$ cat src/rtl/palette_pkg.sv
// Shared types and constants for the palette lookup block.
// Optional feature macro: PALETTE_TRANSPARENT_EN (see palette_lut).
package palette_pkg;

  // Fade engine states
  typedef enum logic {
    IDLE = 1'b0,
    RUN  = 1'b1
  } fade_state_t;

  // Channel width of the stock palette constants below
  localparam int PAL_CH_W = 4;

  // One palette colour, packed {r, g, b}
  typedef struct packed {
    logic [PAL_CH_W-1:0] r;
    logic [PAL_CH_W-1:0] g;
    logic [PAL_CH_W-1:0] b;
  } rgb_t;

  // Full brightness: level == 2**ch_w scales a channel by exactly 1
  function automatic int lvl_max(input int ch_w);
    return 1 << ch_w;
  endfunction

  // Default end-screen palette; the loader writes these after reset
  localparam rgb_t END_SCREEN [8] = '{
    '{4'h0, 4'h0, 4'h0},
    '{4'hE, 4'h7, 4'h9},
    '{4'h1, 4'h6, 4'h9},
    '{4'hF, 4'hF, 4'hF},
    '{4'hF, 4'h0, 4'h0},
    '{4'h0, 4'hF, 4'h0},
    '{4'h0, 4'h0, 4'hF},
    '{4'h8, 4'h8, 4'h8}
  };

endpackage

$ cat src/rtl/palette_scale.sv
// Scales one colour channel by the current brightness level:
// scaled = floor(ch * level / 2**CH_W). level = 2**CH_W is identity.
module palette_scale
  import palette_pkg::*;
#(
  parameter int CH_W = 4
) (
  input  logic [CH_W-1:0] ch,
  input  logic [CH_W:0]   level,
  output logic [CH_W-1:0] scaled
);

  logic [2*CH_W:0] prod;

  // Full-width product, then drop the fractional bits (floor)
  always_comb begin
    prod   = {{(CH_W+1){1'b0}}, ch} * {{CH_W{1'b0}}, level};
    scaled = CH_W'(prod >> CH_W);
  end

endmodule

$ cat src/rtl/palette_lut.sv
// Runtime-programmable colour palette with a 2-stage lookup pipeline and a
// brightness fade engine.
// Optional feature macro: PALETTE_TRANSPARENT_EN adds a 'transparent' output
// that flags index 0 and blanks its colour.
//
// Handshake: in_valid/out_valid only, no ready. Every cycle with in_valid
// high is a lookup that is always accepted; its result appears with
// out_valid high exactly two cycles later. Colour outputs hold their last
// value while out_valid is low.
module palette_lut
  import palette_pkg::*;
#(
  parameter int IDX_W            = 3,
  parameter int CH_W             = 4,
  parameter int FADE_STEP_CYCLES = 4
) (
  input  logic                Clk,
  input  logic                Reset,
  input  logic                wr_en,
  input  logic [IDX_W-1:0]    wr_idx,
  input  logic [3*CH_W-1:0]   wr_rgb,
  input  logic                in_valid,
  input  logic [IDX_W-1:0]    in_idx,
  input  logic                fade_start,
  input  logic                fade_dir,
  output logic                fade_busy,
  output fade_state_t         dbg_state,
  output logic [CH_W:0]       level,
  output logic                out_valid,
  output logic [CH_W-1:0]     red,
  output logic [CH_W-1:0]     green,
  output logic [CH_W-1:0]     blue
`ifdef PALETTE_TRANSPARENT_EN
  ,
  output logic                transparent
`endif
);

  localparam int            NENT      = 1 << IDX_W;
  localparam logic [CH_W:0] LVL_MAX_V = (CH_W+1)'(lvl_max(CH_W));
  localparam int            CNT_W     = (FADE_STEP_CYCLES > 1) ? $clog2(FADE_STEP_CYCLES) : 1;
  localparam logic [CNT_W-1:0] CNT_LAST = CNT_W'(FADE_STEP_CYCLES - 1);

  logic [3*CH_W-1:0] pal_q [NENT];

  fade_state_t       state_q, state_d;
  logic              dir_q;
  logic [CNT_W-1:0]  cnt_q;
  logic [CH_W:0]     level_q;
  logic [CH_W:0]     target;
  logic [CH_W:0]     level_nxt;
  logic              at_target;
  logic              wrap;

  logic              s1_valid;
  logic [3*CH_W-1:0] s1_rgb;
  logic [CH_W-1:0]   r_s, g_s, b_s;
`ifdef PALETTE_TRANSPARENT_EN
  logic              s1_zero;
`endif

  // Palette storage: a write lands at the clock edge, so a same-cycle read sees the old entry
  always_ff @(posedge Clk) begin
    if (Reset) begin
      for (int i = 0; i < NENT; i++) pal_q[i] <= '0;
    end else if (wr_en) begin
      pal_q[wr_idx] <= wr_rgb;
    end
  end

  // Fade step decode: target level and whether this cycle ends a step
  always_comb begin
    target    = dir_q ? '0 : LVL_MAX_V;
    at_target = (level_q == target);
    level_nxt = dir_q ? (level_q - 1'b1) : (level_q + 1'b1);
    wrap      = (state_q == RUN) && !at_target && (cnt_q == CNT_LAST);
  end

  // Fade FSM state register
  always_ff @(posedge Clk) begin
    if (Reset) state_q <= IDLE;
    else       state_q <= state_d;
  end

  // Fade FSM next state: leave RUN in the cycle the level lands on its target
  always_comb begin
    state_d = state_q;
    case (state_q)
      IDLE: if (fade_start) state_d = RUN;
      RUN:  if (at_target || (wrap && (level_nxt == target))) state_d = IDLE;
      default: state_d = IDLE;
    endcase
  end

  // Fade FSM outputs
  always_comb begin
    fade_busy = (state_q == RUN);
    dbg_state = state_q;
    level     = level_q;
  end

  // Fade datapath: latch direction on start, count cycles per level, step level on wrap
  always_ff @(posedge Clk) begin
    if (Reset) begin
      dir_q   <= 1'b0;
      cnt_q   <= '0;
      level_q <= LVL_MAX_V;
    end else if ((state_q == IDLE) && fade_start) begin
      dir_q <= fade_dir;
      cnt_q <= '0;
    end else if ((state_q == RUN) && !at_target) begin
      if (wrap) begin
        cnt_q   <= '0;
        level_q <= level_nxt;
      end else begin
        cnt_q <= cnt_q + 1'b1;
      end
    end
  end

  // Stage 1: register the table read and the request valid
  always_ff @(posedge Clk) begin
    if (Reset) begin
      s1_valid <= 1'b0;
      s1_rgb   <= '0;
`ifdef PALETTE_TRANSPARENT_EN
      s1_zero  <= 1'b0;
`endif
    end else begin
      s1_valid <= in_valid;
      s1_rgb   <= pal_q[in_idx];
`ifdef PALETTE_TRANSPARENT_EN
      s1_zero  <= (in_idx == '0);
`endif
    end
  end

  palette_scale #(.CH_W(CH_W)) u_scale_r (.ch(s1_rgb[3*CH_W-1:2*CH_W]), .level(level_q), .scaled(r_s));
  palette_scale #(.CH_W(CH_W)) u_scale_g (.ch(s1_rgb[2*CH_W-1:CH_W]),   .level(level_q), .scaled(g_s));
  palette_scale #(.CH_W(CH_W)) u_scale_b (.ch(s1_rgb[CH_W-1:0]),        .level(level_q), .scaled(b_s));

  // Stage 2: register scaled colour using the level current in this stage
  always_ff @(posedge Clk) begin
    if (Reset) begin
      out_valid   <= 1'b0;
      red         <= '0;
      green       <= '0;
      blue        <= '0;
`ifdef PALETTE_TRANSPARENT_EN
      transparent <= 1'b0;
`endif
    end else begin
      out_valid <= s1_valid;
`ifdef PALETTE_TRANSPARENT_EN
      transparent <= s1_valid && s1_zero;
      if (s1_valid) begin
        red   <= s1_zero ? '0 : r_s;
        green <= s1_zero ? '0 : g_s;
        blue  <= s1_zero ? '0 : b_s;
      end
`else
      if (s1_valid) begin
        red   <= r_s;
        green <= g_s;
        blue  <= b_s;
      end
`endif
    end
  end

endmodule
$ cat config.mk
export PLATFORM = sky130hd
export DESIGN_NAME = palette_lut
export DESIGN_NICKNAME = d
export VERILOG_FILES = /design/src/rtl/palette_pkg.sv /design/src/rtl/palette_scale.sv /design/src/rtl/palette_lut.sv
export SDC_FILE = /design/constraint.sdc
export NUM_CORES = 1
export LEC_CHECK = 0
export BUFFER_PORTS_ARGS = -buffer_cell sky130_fd_sc_hd__buf_4
export CORE_MARGIN = 2
export CORE_UTILIZATION = 50
export CTS_CLUSTER_SIZE = 8
export DETAILED_ROUTE_END_ITERATION = 12
export GPL_TIMING_DRIVEN = 0
export PLACE_DENSITY = 0.64
export SKIP_LAST_GASP = 1
export SYNTH_ARGS = -nofsm -noshare
export SYNTH_HDL_FRONTEND = slang
export SYNTH_SLANG_ARGS = --single-unit
$ cat constraint.sdc
create_clock -name Clk -period 4.3 [get_ports Clk]
set_input_delay 0.215 -clock Clk [delete_from_list [all_inputs] [get_ports Clk]]
set_output_delay 0.215 -clock Clk [all_outputs]
set_load 0.02 [all_outputs]
* After elaboration in Yosys (flattened, before gate mapping)
Memory sizes are Yosys's and may differ from the RTL's. A register that Yosys moved wholly into a read port is not among the register bits. Index checks and enable logic that the tools add are counted.
Word-level totals: memories 1, input bits 24, RAM bits 96, output and inout port bits 20, logic and storage cells 44, flip-flop bits (word level) 23
Memory list:
- pal_q | depth 8, width 12, read ports 1, clocked after memory_dff 1, write ports 8, RTL line palette_lut.sv:44 | logic [3*CH_W-1:0] pal_q [NENT];
Cells by class: equal/unequal tests 3, reductions and logical operators 9, multipliers 3, bitwise operators 2, $add $sub $neg 3, mux-type cells 14
Operators with widths (count):
- 4-bit by 5-bit multiplier with 8-bit output | 3
- 12-bit 2-to-1 mux | 1
- 12-bit OR reduction | 1
- 5-bit equality test | 2
- 5-bit 2-to-1 mux | 2
- 1-bit 2-to-1 mux | 8
- 5-bit by 1-bit adder with 5-bit output (second input constant) | 1
- 5-bit by 1-bit subtractor with 5-bit output (second input constant) | 1
- 1-bit logical AND | 4
- 3-bit 2-to-1 mux | 1
- 3-bit AND reduction | 1
- 2-bit by 1-bit adder with 2-bit output (second input constant) | 1
- 2-bit equality test (second input constant) | 1
- 2-bit 2-to-1 mux | 1
- 1-bit NOT | 2
- 1-bit one-hot mux with 2 select lines | 1
- 2-bit OR reduction | 1
- 1-bit zero test | 1
- 1-bit logical OR | 1

* Depth between registers and ports, before layout
Gate-level depths: netlist (run 1).
depth after elaboration 9, gate-level depth with buffers 12, gate-level depth less buffers 11

* Modules after synthesis
From an unflattened synthesis (run 1), not the netlist that was laid out.
Unflattened totals: cells, all modules 558, area, all modules 7059.3 um^2
Modules (own cells, without submodules):
- palette_lut | area an instance 5647.9 um^2, cells an instance 393, instances 1, sequential area each 3583.4 um^2
- palette_scale | area an instance 470.5 um^2, cells an instance 55, instances 3, sequential area each 0.0 um^2

* Least setup slack after synthesis (run 1)
OpenSTA, ideal clock, no wires.
kind register -> register, start register level_q[1], in the netlist level[1], end register blue[3], path buffers 1, slack 1.098 ns, required time 4.168 ns, arrival 3.070 ns, clock period less this slack 3.202 ns, stages on the path, launching flop included 12, library setup time 0.132 ns, path through dfxtp_1 -> clkbuf_1 -> nand2_1 -> fa_1 -> fa_1 -> inv_1 -> ha_1 -> nand4_1 -> o211ai_1 -> a211oi_1 -> a41oi_1 -> a31oi_1
Between the ends: cells in the longest elaborated chain, start to end 1
Ends and longest elaborated chain:
- start, declared | RTL line palette_lut.sv:49 | logic [CH_W:0] level_q;
- start signal, assigned | RTL line palette_lut.sv:114 | level_q <= level_nxt;
- 4-bit by 5-bit multiplier with 8-bit output | RTL line palette_scale.sv:17 | prod = {{(CH_W+1){1'b0}}, ch} * {{CH_W{1'b0}}, level};
- end signal, assigned | RTL line palette_lut.sv:165 | blue <= b_s;
- end, declared | RTL line palette_lut.sv:32 | output logic [CH_W-1:0] blue
No other way between the ends. A chain may end at the register's enable or synchronous reset.

* Worst setup path in the final report (run 1)
Ends and elaborated chain as after synthesis.

==> results of run 1 <==
[power by group through the flow]
stage,sequential (mW),clock [mW],combinational [mW]
2_1_floorplan,1.48,0,0.159
3_3_place_gp,1.48,0,0.253
3_5_place_dp,1.49,0,0.258
4_1_cts,1.46,1.40,0.258
5_1_grt,1.47,1.46,0.280
6_report,1.46,1.38,0.256
[flip-flops by register name (all words and copies together) (netlist names)]
register   cells
pal_q         96
s1_rgb        12
level          5
blue           4
green          4
red            4
cnt_q          2
dbg_state      1
dir_q          1
out_valid      1
s1_valid       1
[per-layer routing]
metal / GRT usage / vias to the layer above / routed length [µm]
met5: 0 / - / 0
li1: - / 2096 / -
met3: 0.0487 / 20 / 545
met2: 0.415 / 97 / 8290
met1: 0.254 / 2185 / 6130
met4: 0.0704 / 0 / 234
[stage by stage]
step           utilization  instances  worst slack [ns]  instance area, µm²
2_1_floorplan            -        557              1.10                6980
6_report             0.586        809             0.648                8070
3_5_place_dp         0.545        778             0.653                7510
4_1_cts              0.586        809             0.648                8070
5_1_grt              0.586        809             0.377                8070
3_3_place_gp         0.545        778             0.721                7510
[layout by cell type (no fill, tap or decap), types with 9 or more instances in the layout]
| master | synthesis | final |
|---|---|---|
| sky130_fd_sc_hd__ha_1 | 32 | 32 |
| sky130_fd_sc_hd__xnor2_1 | 9 | 9 |
| sky130_fd_sc_hd__and2_1 | 126 | 126 |
| sky130_fd_sc_hd__nor2_1 | 32 | 32 |
| sky130_fd_sc_hd__mux4_2 | 24 | 24 |
| sky130_fd_sc_hd__inv_1 | 16 | 16 |
| sky130_fd_sc_hd__dfxtp_1 | 35 | 35 |
| sky130_fd_sc_hd__mux2i_1 | 17 | 17 |
| sky130_fd_sc_hd__buf_4 | 1 | 42 |
| sky130_fd_sc_hd__clkbuf_1 | 19 | 19 |
| sky130_fd_sc_hd__clkbuf_16 | 0 | 17 |
| sky130_fd_sc_hd__nand2b_1 | 10 | 10 |
| sky130_fd_sc_hd__edfxtp_1 | 96 | 96 |
| sky130_fd_sc_hd__nand2_1 | 34 | 34 |
| sky130_fd_sc_hd__fa_1 | 16 | 16 |
[worst paths after layout]
path,startpoint,to,slack (ns),depth (start not counted)
max,level[1]$_SDFFE_PP0P_,blue[3]$_SDFFE_PP0P_,0.65,11
min,fade_dir,dir_q$_SDFFE_PP0P_,0.04,3
min reg2reg,red[1]$_SDFFE_PP0P_,red[1]$_SDFFE_PP0P_,0.45,2
max reg2reg,level[1]$_SDFFE_PP0P_,blue[3]$_SDFFE_PP0P_,0.65,11
[critical path, delay by kind of cell, from the launching register on]
kind	cells	cell delay [ns]
fa+ha+maj	3	1.40
compound gates	4	0.77
flops	1	0.60
buf+inv	2	0.48
simple gates	2	0.26
[layout make-up]
cell class                      instances  area, µm²  share of cell area
Sequential cell                       131       3580               0.444
Multi-Input combinational cell        382       3210               0.398
Clock buffer                           17        425              0.0527
Timing Repair Buffer                   41        308              0.0381
Tap cell                              180        225              0.0279
Clock inverter                         14        136              0.0169
Buffer                                 28        123              0.0152
Inverter                               16       60.1             0.00744
[cells by family (layout without fill, tap and decap cells)]
logic type,after synthesis,in the layout
and+or+nand+nor,237,237
DFF,131,131
adders and majority gates,48,48
buffers and inverters,44,116
muxes,41,41
AOI/OAI and AO/OA,40,40
xor gates and xnor gates,16,16
==> impl_summary.txt, run 1 <==
----------------------------------------------------
[Die]
  Total I/O pin count ... 44
  Area of the core region ... 0.0138 mm²
  Die Outline Area ... 0.0149 mm²
  Width of the die ... 122 µm
  Die outline height ... 122 µm
  Number of standard-cell rows in the floorplan ... 43
  Starting Density ... 0.506

[Pwr]
  Internal power ... 2.39 mW
  PD cells ... 384 mW/mm²
  Fraction of power consumed by sequential logic ... 0.471
  Switching pwr ... 0.715 mW
  Switching share of power ... 0.230
  Lkg Pwr ... 3.21 nW
  Overall power of the completed layout ... 3.10 mW
  Combinational share of power ... 0.082
  Worst vdd ir ... 381 µV
  Clock share of power ... 0.446

[Synth]
  Yosys top cell by area ... sky130_fd_sc_hd__edfxtp_1
  XOR/XNOR share of the synthesized area ... 0.0212
  Number of cells produced by synthesis ... 557
  Most instantiated cells after synthesis ... sky130_fd_sc_hd__and2_1 (126), sky130_fd_sc_hd__edfxtp_1 (96), sky130_fd_sc_hd__dfxtp_1 (35)
  Dominant combinational cell family by area after synthesis ... simple AND/OR/NAND/NOR gates
  Area share of the largest cell type after synthesis ... 0.413
  Post-synthesis mux area share ... 0.102
  Most area-consuming cells after synthesis ... sky130_fd_sc_hd__edfxtp_1 (41%), sky130_fd_sc_hd__and2_1 (11%), sky130_fd_sc_hd__dfxtp_1 (10%), sky130_fd_sc_hd__mux4_2 (7.7%), sky130_fd_sc_hd__ha_1 (5.7%)
  Count of yosys warnings during synthesis ... 0
  Post-synthesis compound-gate area fraction ... 0.0418
  Number of flops mapped to enable cells by yosys ... 96
  Nets in the synthesized netlist ... 629
  Fraction of the yosys area taken by sequential cells ... 0.514
  Library cell with the highest instance count after synthesis ... sky130_fd_sc_hd__and2_1
  Post-Synth Adder-Cell Area ... 0.103
  Synthesized area divided by synthesized cell count ... 12.5 µm²
  Synthesized cell area ... 0.00698 mm²
  Flip-flop and latch count after synthesis ... 131
  Unique cell type count in the Yosys netlist ... 47
  Asr flop ratio synth ... 0
  Top flip-flop cell by instance count after synthesis ... sky130_fd_sc_hd__edfxtp_1
  Simple logic cell fraction of the synthesized area ... 0.192

[Critical path]
  Crit path required time ... 4.57 ns
  Critical Setup Path Class ... register to register
  Largest driver fanout on the critical path ... 10
  Sort of element at the end of the critical path ... register
  Data arrival time of the critical path ... 3.92 ns
  Slowest library cell on the worst path ... sky130_fd_sc_hd__dfxtp_1
  Setup crit start kind ... register
  Most common cell type on the critical path ... sky130_fd_sc_hd__fa_1
  Max stage delay on crit path ... 0.60 ns
  Series of cell instances along the critical path ... clkbuf_1 -> nand2_1 -> fa_1 -> fa_1 -> inv_1 -> ha_1 -> nand4_1 -> o211ai_1 -> a211oi_1 -> a41oi_1 -> a31oi_1

[Place]
  Placed wire-length estimate after detailed placement ... 10.7 mm
  IO buf count ... 41
  Routability-driven placement congestion ratio ... 0.852

[Timing]
  Clock Skew ... 0.00876 ns
  Final TNS setup ... 0 ns
  Transition time at the pin with the least slew margin ... 0.928 ns
  Setup repair after global routing missed its margin ... false
  Setup violators final ... 0
  Post-route minimum period ... 3.65 ns
  Number of hold violations in the final report ... 0
  Min Hold Slack ... 0.0373 ns
  Pins Over Slew Limit ... 0
  Final clock period utilization by the worst path ... 0.849
  Max-Slew Margin vs Limit ... 0.381
  Highest clock frequency the design can meet ... 274 MHz

[Cells and area]
  Number of fill cells ... 1160
  Final net count ... 689
  Synth-to-layout area growth ... 15.7%
  Fraction of final layout cells with drive strength greater than 1 ... 0.181
  Antenna cell count ... 0

[Route]
  Detailed Routing Iterations Pass 1 ... 4
  Drc violations ... 0
  Via-per-instance ratio ... 5.44
  Final wirelength ... 15.2 mm
  DRC marker count from the first detailed-route iteration ... 261
  Avg WL per Cell ... 18.8 µm
  Via count ... 4398
  Post-route ant nets ... 0

[CTS]
  CTS Root Buffer Type ... sky130_fd_sc_hd__clkbuf_16
  Post-CTS Resized ... 0
  Count of H-tree levels built during CTS ... 4
  Clock tree from TritonCTS ... built
  Worst-path clk slew ... 0.05 ns
  Clock latency reported for the late side of the worst-skew pair ... 0.42 ns
  Clock buffers created by TritonCTS ... 17
  Hold-fix buffers, CTS ... 0
  Number of clock sinks ... 131
  Post-CTS Setup Repair Bufs ... 0
  Maximum buffer depth of the clock tree ... 2

[GRT]
  Number of global-route vias before repair ... 4566
  Wire length of the first global-routing pass ... 24.0 mm
  Global route overflow ... 0
  All-Layer GR Usage ... 0.223
  Largest net degree at the start of global routing ... 17
  Number of antenna violations at the first check in global routing ... 0

[Run]
  Number of max-capacitance violations reported ... 0

[Worst hold path]
  Worst hold-check path type ... primary input to register

[Outcome]
  Outcome ... finished, final reports clean

----------------------------------------------------
Power figures use the tool's default switching activity.
==> run 2: changes to the inputs <==
==> constraint.sdc (replaced) <==
create_clock -name Clk -period 3.4 [get_ports Clk]
set_input_delay 0.17 -clock Clk [delete_from_list [all_inputs] [get_ports Clk]]
set_output_delay 0.17 -clock Clk [all_outputs]
set_load 0.02 [all_outputs]
==> impl_summary.txt, run 2 (synthesized netlist as in run 1, its figures left out) <==
----------------------------------------------------
[Timing]
  Number of hold violations in the final report ... 0 (unchanged)
  Setup repair after global routing missed its margin ... true (was false)
  Clock Skew ... 0.00741 ns (was 0.00876 ns)
  Post-route minimum period ... 3.21 ns (was 3.65 ns)
  Transition time at the pin with the least slew margin ... 0.931 ns (was 0.928 ns)
  Pins Over Slew Limit ... 0 (unchanged)
  Final clock period utilization by the worst path ... 0.944 (was 0.849)
  Max-Slew Margin vs Limit ... 0.380 (was 0.381)
  Setup violators final ... 0 (unchanged)
  Min Hold Slack ... 0.0407 ns (was 0.0373 ns)
  Highest clock frequency the design can meet ... 312 MHz (was 274 MHz)
  Final TNS setup ... 0 ns (unchanged)

[Cells and area]
  Largest register FFs ... 96 (unchanged)
  Fraction of final layout cells with drive strength greater than 1 ... 0.194 (was 0.181)
  Highest-count cells in the layout ignoring fill and taps ... sky130_fd_sc_hd__and2_1 (126), sky130_fd_sc_hd__edfxtp_1 (96), sky130_fd_sc_hd__buf_4 (46) (was sky130_fd_sc_hd__and2_1 (126), sky130_fd_sc_hd__edfxtp_1 (96), sky130_fd_sc_hd__buf_4 (42))
  Post-route non-filler standard cell count ... 813 (was 809)
  Antenna cell count ... 0 (unchanged)
  Final net count ... 693 (was 689)
  Leading cell type in the layout, fill and taps excluded ... sky130_fd_sc_hd__and2_1 (unchanged)
  Number of fill cells ... 1154 (was 1160)
  Synth-to-layout area growth ... 16.6% (was 15.7%)
  Register containing the most flip-flops in the final layout ... pal_q (unchanged)
  Total non-filler cell area in the finished layout ... 0.00813 mm² (was 0.00807 mm²)

[Die]
  Area of the core region ... 0.0138 mm² (unchanged)
  Width of the die ... 122 µm (unchanged)
  Total I/O pin count ... 44 (unchanged)
  Die Outline Area ... 0.0149 mm² (unchanged)
  Die outline height ... 122 µm (unchanged)
  Number of standard-cell rows in the floorplan ... 43 (unchanged)
  Starting Density ... 0.506 (unchanged)

[Critical path]
  Most common cell type on the critical path ... sky130_fd_sc_hd__fa_1 (unchanged)
  Slowest library cell on the worst path ... sky130_fd_sc_hd__fa_1 (was sky130_fd_sc_hd__dfxtp_1)
  Bufs and invs on worst path ... 3 (was 2)
  Worst Reg2Reg Path Length in Cells ... 12 (was 11)
  Largest driver fanout on the critical path ... 10 (unchanged)
  Reg2reg setup slack ... 0.19 ns (was 0.65 ns)
  Sort of element at the end of the critical path ... register (unchanged)
  Worst setup path start ... level[3]$_SDFFE_PP0P_ (was level[1]$_SDFFE_PP0P_)
  Crit path required time ... 3.67 ns (was 4.57 ns)
  Setup crit start kind ... register (unchanged)
  Cell family with the largest share of critical-path delay ... adder cells (unchanged)
  Data arrival time of the critical path ... 3.48 ns (was 3.92 ns)
  Launching point of the worst reg2reg path ... level[3]$_SDFFE_PP0P_ (was level[1]$_SDFFE_PP0P_)
  Critical Setup Path Class ... register to register (unchanged)
  Endpoint of the worst-slack reg-to-reg timing path ... blue[3]$_SDFFE_PP0P_ (unchanged)
  Series of cell instances along the critical path ... clkbuf_2 -> nand2_1 -> fa_1 -> fa_1 -> inv_1 -> ha_1 -> nand4_1 -> o211ai_1 -> buf_4 -> a211oi_1 -> a41oi_1 -> a31oi_1 (was clkbuf_1 -> nand2_1 -> fa_1 -> fa_1 -> inv_1 -> ha_1 -> nand4_1 -> o211ai_1 -> a211oi_1 -> a41oi_1 -> a31oi_1)
  Max stage delay on crit path ... 0.54 ns (was 0.60 ns)

[Run]
  Number of max-capacitance violations reported ... 0 (unchanged)

[Route]
  Detailed Routing Iterations Pass 1 ... 4 (unchanged)
  Post-route ant nets ... 0 (unchanged)
  DRC marker count from the first detailed-route iteration ... 255 (was 261)
  Drc violations ... 0 (unchanged)
  Avg WL per Cell ... 18.7 µm (was 18.8 µm)
  Via-per-instance ratio ... 5.44 (about the same)
  Via count ... 4422 (was 4398)
  Final wirelength ... 15.2 mm (about the same)

[CTS]
  Clock tree from TritonCTS ... built (unchanged)
  Count of H-tree levels built during CTS ... 4 (unchanged)
  Maximum buffer depth of the clock tree ... 2 (unchanged)
  Number of clock sinks ... 131 (unchanged)
  Clock buffers created by TritonCTS ... 17 (unchanged)
  Clock latency reported for the late side of the worst-skew pair ... 0.41 ns (was 0.42 ns)
  Worst-path clk slew ... 0.05 ns (about the same)
  CTS Root Buffer Type ... sky130_fd_sc_hd__clkbuf_16 (unchanged)

[Pwr]
  PD cells ... 483 mW/mm² (was 384 mW/mm²)
  Lkg Pwr ... 3.24 nW (was 3.21 nW)
  Worst vdd ir ... 480 µV (was 381 µV)

[GRT]
  All-Layer GR Usage ... 0.224 (was 0.223)
  Number of antenna violations at the first check in global routing ... 0 (unchanged)
  Largest net degree at the start of global routing ... 17 (unchanged)
  Global route overflow ... 0 (unchanged)
  Number of global-route vias before repair ... 4588 (was 4566)
  Wire length of the first global-routing pass ... 24.1 mm (was 24.0 mm)

[Place]
  Placed wire-length estimate after detailed placement ... 10.7 mm (unchanged)
  DP Cell Count ... 778 (unchanged)
  IO buf count ... 41 (unchanged)
  Routability-driven placement congestion ratio ... 0.852 (unchanged)
  Instance area after placement ... 0.00751 mm² (unchanged)

[Outcome]
  Outcome ... finished, final reports clean (unchanged)

[Worst hold path]
  Number of cells on the worst hold path ... 2 (was 3)
  Hold Crit Start ... Reset (was fade_dir)
  Worst hold-check path type ... primary input to register (unchanged)
  Hold Crit Endpoint ... level[4]$_SDFFE_PP1P_ (was dir_q$_SDFFE_PP0P_)

----------------------------------------------------
run 2: how the worst max path moves through the flow:
stage | to | depth (start not counted) | slack, ns
CTS | blue[3]$_SDFFE_PP0P_ | 11 | 0.02
global placement | blue[3]$_SDFFE_PP0P_ | 11 | -0.18
detailed placement | blue[3]$_SDFFE_PP0P_ | 11 | -0.25
global route | blue[3]$_SDFFE_PP0P_ | 12 | -0.06
floorplan | blue[3]$_SDFFE_PP0P_ | 11 | 0.20
finish | blue[3]$_SDFFE_PP0P_ | 12 | 0.19
run 2: stage by stage:
stage / util / setup WS (ns) / power [mW]
6_report: 0.590 / 0.190 / 3.93
5_1_grt: 0.590 / -0.0568 / 4.06
3_5_place_dp: 0.545 / -0.247 / 2.21
4_1_cts: 0.588 / 0.0250 / 3.94
3_3_place_gp: 0.545 / -0.179 / 2.20
2_1_floorplan: - / 0.198 / 2.08
run 2: repair_timing:
action | CTS | global route
setup buffers | 0 | 3
hold buffers | 2 | 0
hold endpoints to repair | 2 | 0
resized for setup | 4 | 7
setup endpoints to repair | 6 | 6
pin swaps | 0 | 3
run 2: cell type report:
class                           instances  area [µm²]  area share
Sequential cell                       131        3590       0.441
Multi-Input combinational cell        382        3220       0.396
Clock buffer                           17         425      0.0523
Timing Repair Buffer                   46         350      0.0431
Tap cell                              180         225      0.0277
Clock inverter                         14         136      0.0168
Buffer                                 27         126      0.0155
Inverter                               16        60.1     0.00738
run 2: metal layers:
layer / share of wire / global-route usage
met1: 0.39 / 0.255
met3: 0.044 / 0.0487
met4: 0.015 / 0.0704
met2: 0.55 / 0.417
met5: 0 / 0
run 2: worst register-to-register path, cell delays in order, from the launching register on:
cell and delay [ns]:
sky130_fd_sc_hd__dfxtp_1 0.50, sky130_fd_sc_hd__clkbuf_2 0.28, sky130_fd_sc_hd__nand2_1 0.10, sky130_fd_sc_hd__fa_1 0.47, sky130_fd_sc_hd__fa_1 0.54, sky130_fd_sc_hd__inv_1 0.04, sky130_fd_sc_hd__ha_1 0.34, sky130_fd_sc_hd__nand4_1 0.12
sky130_fd_sc_hd__o211ai_1 0.19, sky130_fd_sc_hd__buf_4 0.16, sky130_fd_sc_hd__a211oi_1 0.06, sky130_fd_sc_hd__a41oi_1 0.17, sky130_fd_sc_hd__a31oi_1 0.11
run 2: report_power, final:
| group | internal, mW | switching, mW | total (mW) |
|---|---|---|---|
| combinational | 0.144 | 0.182 | 0.326 |
| clock | 1.07 | 0.683 | 1.75 |
| sequential | 1.81 | 0.0393 | 1.85 |
==> run 3: changes to the inputs <==
--- a/config.mk
+++ b/config.mk
@@ -5,13 +5,13 @@
 export SDC_FILE = /design/constraint.sdc
 export NUM_CORES = 1
 export LEC_CHECK = 0
-export BUFFER_PORTS_ARGS = -buffer_cell sky130_fd_sc_hd__buf_4
 export CORE_MARGIN = 2
 export CORE_UTILIZATION = 50
 export CTS_CLUSTER_SIZE = 8
 export DETAILED_ROUTE_END_ITERATION = 12
+export DONT_BUFFER_PORTS = 1
 export GPL_TIMING_DRIVEN = 0
-export PLACE_DENSITY = 0.64
+export PLACE_DENSITY = 0.61
 export SKIP_LAST_GASP = 1
 export SYNTH_ARGS = -nofsm -noshare
 export SYNTH_HDL_FRONTEND = slang
==> impl_summary.txt, run 3 (synthesized netlist as in run 1, its figures left out) <==
----------------------------------------------------
[Route]
  Post-route ant nets ... 0 (unchanged)
  Via count ... 4200 (was 4422)
  Avg WL per Cell ... 19.1 µm (was 18.7 µm)
  DRC marker count from the first detailed-route iteration ... 173 (was 255)
  Final wirelength ... 15.0 mm (was 15.2 mm)
  Detailed Routing Iterations Pass 1 ... 4 (unchanged)
  Via-per-instance ratio ... 5.32 (was 5.44)
  Drc violations ... 0 (unchanged)

[Cells and area]
  Register containing the most flip-flops in the final layout ... pal_q (unchanged)
  Number of fill cells ... 1160 (was 1154)
  Synth-to-layout area growth ... 14.2% (was 16.6%)
  Antenna cell count ... 0 (unchanged)
  Fraction of final layout cells with drive strength greater than 1 ... 0.133 (was 0.194)
  Highest-count cells in the layout ignoring fill and taps ... sky130_fd_sc_hd__and2_1 (126), sky130_fd_sc_hd__edfxtp_1 (96), sky130_fd_sc_hd__nand2_1 (34) (was sky130_fd_sc_hd__and2_1 (126), sky130_fd_sc_hd__edfxtp_1 (96), sky130_fd_sc_hd__buf_4 (46))
  Leading cell type in the layout, fill and taps excluded ... sky130_fd_sc_hd__and2_1 (unchanged)
  Final net count ... 668 (was 693)
  Util after Layout ... 0.578 (was 0.590)
  Largest register FFs ... 96 (unchanged)

[Critical path]
  Sort of element at the end of the critical path ... register (unchanged)
  Cell family with the largest share of critical-path delay ... adder cells (unchanged)
  Setup crit start kind ... register (unchanged)
  Reg2reg setup slack ... 0.19 ns (about the same)
  Most common cell type on the critical path ... sky130_fd_sc_hd__fa_1 (unchanged)
  Crit path required time ... 3.66 ns (was 3.67 ns)
  Data arrival time of the critical path ... 3.47 ns (was 3.48 ns)
  Number of stages on the worst setup path ... 11 (was 12)
  Critical Setup Path Class ... register to register (unchanged)
  Worst Reg2Reg Path Length in Cells ... 11 (was 12)
  Series of cell instances along the critical path ... clkbuf_2 -> nand2_1 -> fa_1 -> fa_1 -> inv_1 -> ha_1 -> nand4_1 -> o211ai_1 -> a211oi_1 -> a41oi_1 -> a31oi_1 (was clkbuf_2 -> nand2_1 -> fa_1 -> fa_1 -> inv_1 -> ha_1 -> nand4_1 -> o211ai_1 -> buf_4 -> a211oi_1 -> a41oi_1 -> a31oi_1)
  Largest driver fanout on the critical path ... 10 (unchanged)
  Slowest library cell on the worst path ... sky130_fd_sc_hd__fa_1 (unchanged)
  Max stage delay on crit path ... 0.55 ns (was 0.54 ns)
  Bufs and invs on worst path ... 2 (was 3)

[Die]
  Starting Density ... 0.506 (unchanged)
  Area of the core region ... 0.0138 mm² (unchanged)
  Total I/O pin count ... 44 (unchanged)
  Die Outline Area ... 0.0149 mm² (unchanged)
  Number of standard-cell rows in the floorplan ... 43 (unchanged)
  Die outline height ... 122 µm (unchanged)
  Width of the die ... 122 µm (unchanged)

[Place]
  Post-place setup slack ... -0.352 ns (was -0.247 ns)
  Placed wire-length estimate after detailed placement ... 10.6 mm (was 10.7 mm)
  IO buf count ... 0 (was 41)
  Routability-driven placement congestion ratio ... 0.814 (was 0.852)

[CTS]
  Worst-path clk slew ... 0.06 ns (was 0.05 ns)
  Count of H-tree levels built during CTS ... 4 (unchanged)
  Maximum buffer depth of the clock tree ... 2 (unchanged)
  Clock tree from TritonCTS ... built (unchanged)
  CTS Root Buffer Type ... sky130_fd_sc_hd__clkbuf_16 (unchanged)
  Clock latency reported for the late side of the worst-skew pair ... 0.42 ns (was 0.41 ns)
  Clock buffers created by TritonCTS ... 17 (unchanged)
  Number of clock sinks ... 131 (unchanged)

[Timing]
  Worst path setup slack after routing ... 0.191 ns (was 0.190 ns)
  Highest clock frequency the design can meet ... 312 MHz (about the same)
  Post-route minimum period ... 3.21 ns (about the same)
  Transition time at the pin with the least slew margin ... 0.818 ns (was 0.931 ns)
  Setup violators final ... 0 (unchanged)
  Number of hold violations in the final report ... 0 (unchanged)
  Clock Skew ... 0.0187 ns (was 0.00741 ns)
  Setup repair after global routing missed its margin ... false (was true)
  Max-Slew Margin vs Limit ... 0.454 (was 0.380)
  Final clock period utilization by the worst path ... 0.944 (about the same)
  Pins Over Slew Limit ... 0 (unchanged)

[Pwr]
  Worst vdd ir ... 337 µV (was 480 µV)
  Lkg Pwr ... 3.10 nW (was 3.24 nW)
  Overall power of the completed layout ... 3.87 mW (was 3.93 mW)
  PD cells ... 486 mW/mm² (was 483 mW/mm²)

[GRT]
  Global route overflow ... 0 (unchanged)
  All-Layer GR Usage ... 0.216 (was 0.224)
  Number of global-route vias before repair ... 4332 (was 4588)
  Largest net degree at the start of global routing ... 17 (unchanged)
  Wire length of the first global-routing pass ... 23.3 mm (was 24.1 mm)
  Number of antenna violations at the first check in global routing ... 0 (unchanged)

[Worst hold path]
  Number of cells on the worst hold path ... 2 (unchanged)
  Worst hold-check path type ... primary input to register (unchanged)

[Outcome]
  Outcome ... finished, final reports clean (unchanged)

[Run]
  Number of max-capacitance violations reported ... 0 (unchanged)

----------------------------------------------------
## run 3: cell count changes in the layout (fill, tap and decap cells not counted), sizes merged
cell and delta:
dlygate4sd3 +15, clkbuf +4, buf -41, clkinv +1
inv -3
## run 3: path summary, 6_finish.rpt
| kind | end | start |
|---|---|---|
| setup / recovery | green[3]$_SDFFE_PP0P_ | level[3]$_SDFFE_PP0P_ |
| hold / removal | pal_q[0][0]$_SDFFCE_PN0P_ | wr_idx[1] |
| setup reg to reg | green[3]$_SDFFE_PP0P_ | level[3]$_SDFFE_PP0P_ |
| hold reg to reg | cnt_q[1]$_SDFFE_PP0P_ | cnt_q[1]$_SDFFE_PP0P_ |
## run 3: where the power goes
group / switching [mW] / total [mW] / leakage [nW] / internal (mW)
registers: 0.0478 / 1.85 / 1.21 / 1.81
logic: 0.158 / 0.287 / 1.62 / 0.129
clock network: 0.667 / 1.73 / 0.266 / 1.06
total: 0.873 / 3.87 / 3.10 / 3.00
## run 3: per-stage QoR
stage	instances	hold slack, ns	area, µm²	setup TNS [ns]
after detailed placement	737	0.287	7200	-1.73
after floorplan	557	0.274	6980	0
after global placement	737	0.294	7200	-1.32
final	789	0.101	7970	0
after CTS	786	0.0795	7930	-0.0369
after global routing	789	0.0863	7970	0
## run 3: final cells by class
class                      instances  area (µm²)  share of cell area
inverter                          16        60.1             0.00754
timing repair buffer              20         190              0.0239
sequential                       131        3600               0.452
clock buffer                      20         437              0.0548
clock inverter                    12         115              0.0144
buffer                            28         131              0.0165
tap                              180         225              0.0283
multi-input combinational        382        3210               0.403
## run 3: routing by layer
layer	vias up	global-route usage	wire [µm]	share of wire
li1	2045	-	-	-
met5	-	0	0	0
met1	2071	0.264	6420	0.43
met4	0	0.0754	108	0.0072
met3	9	0.0534	801	0.053
met2	75	0.374	7710	0.51
## run 3: repair_timing
action	CTS	global route
endpoints found under the hold margin	102	0
gates resized for setup	5	13
setup buffers	0	3
hold buffers	17	0
endpoints found under the setup margin	9	6
pin swaps	0	3
## run 3: worst register-to-register path: cells and delay by family, from the launching register on
family	cells	cell delay [ns]
compound gates	4	0.75
fa+ha+maj	3	1.37
buf+inv	2	0.29
flops	1	0.44
simple gates	2	0.22
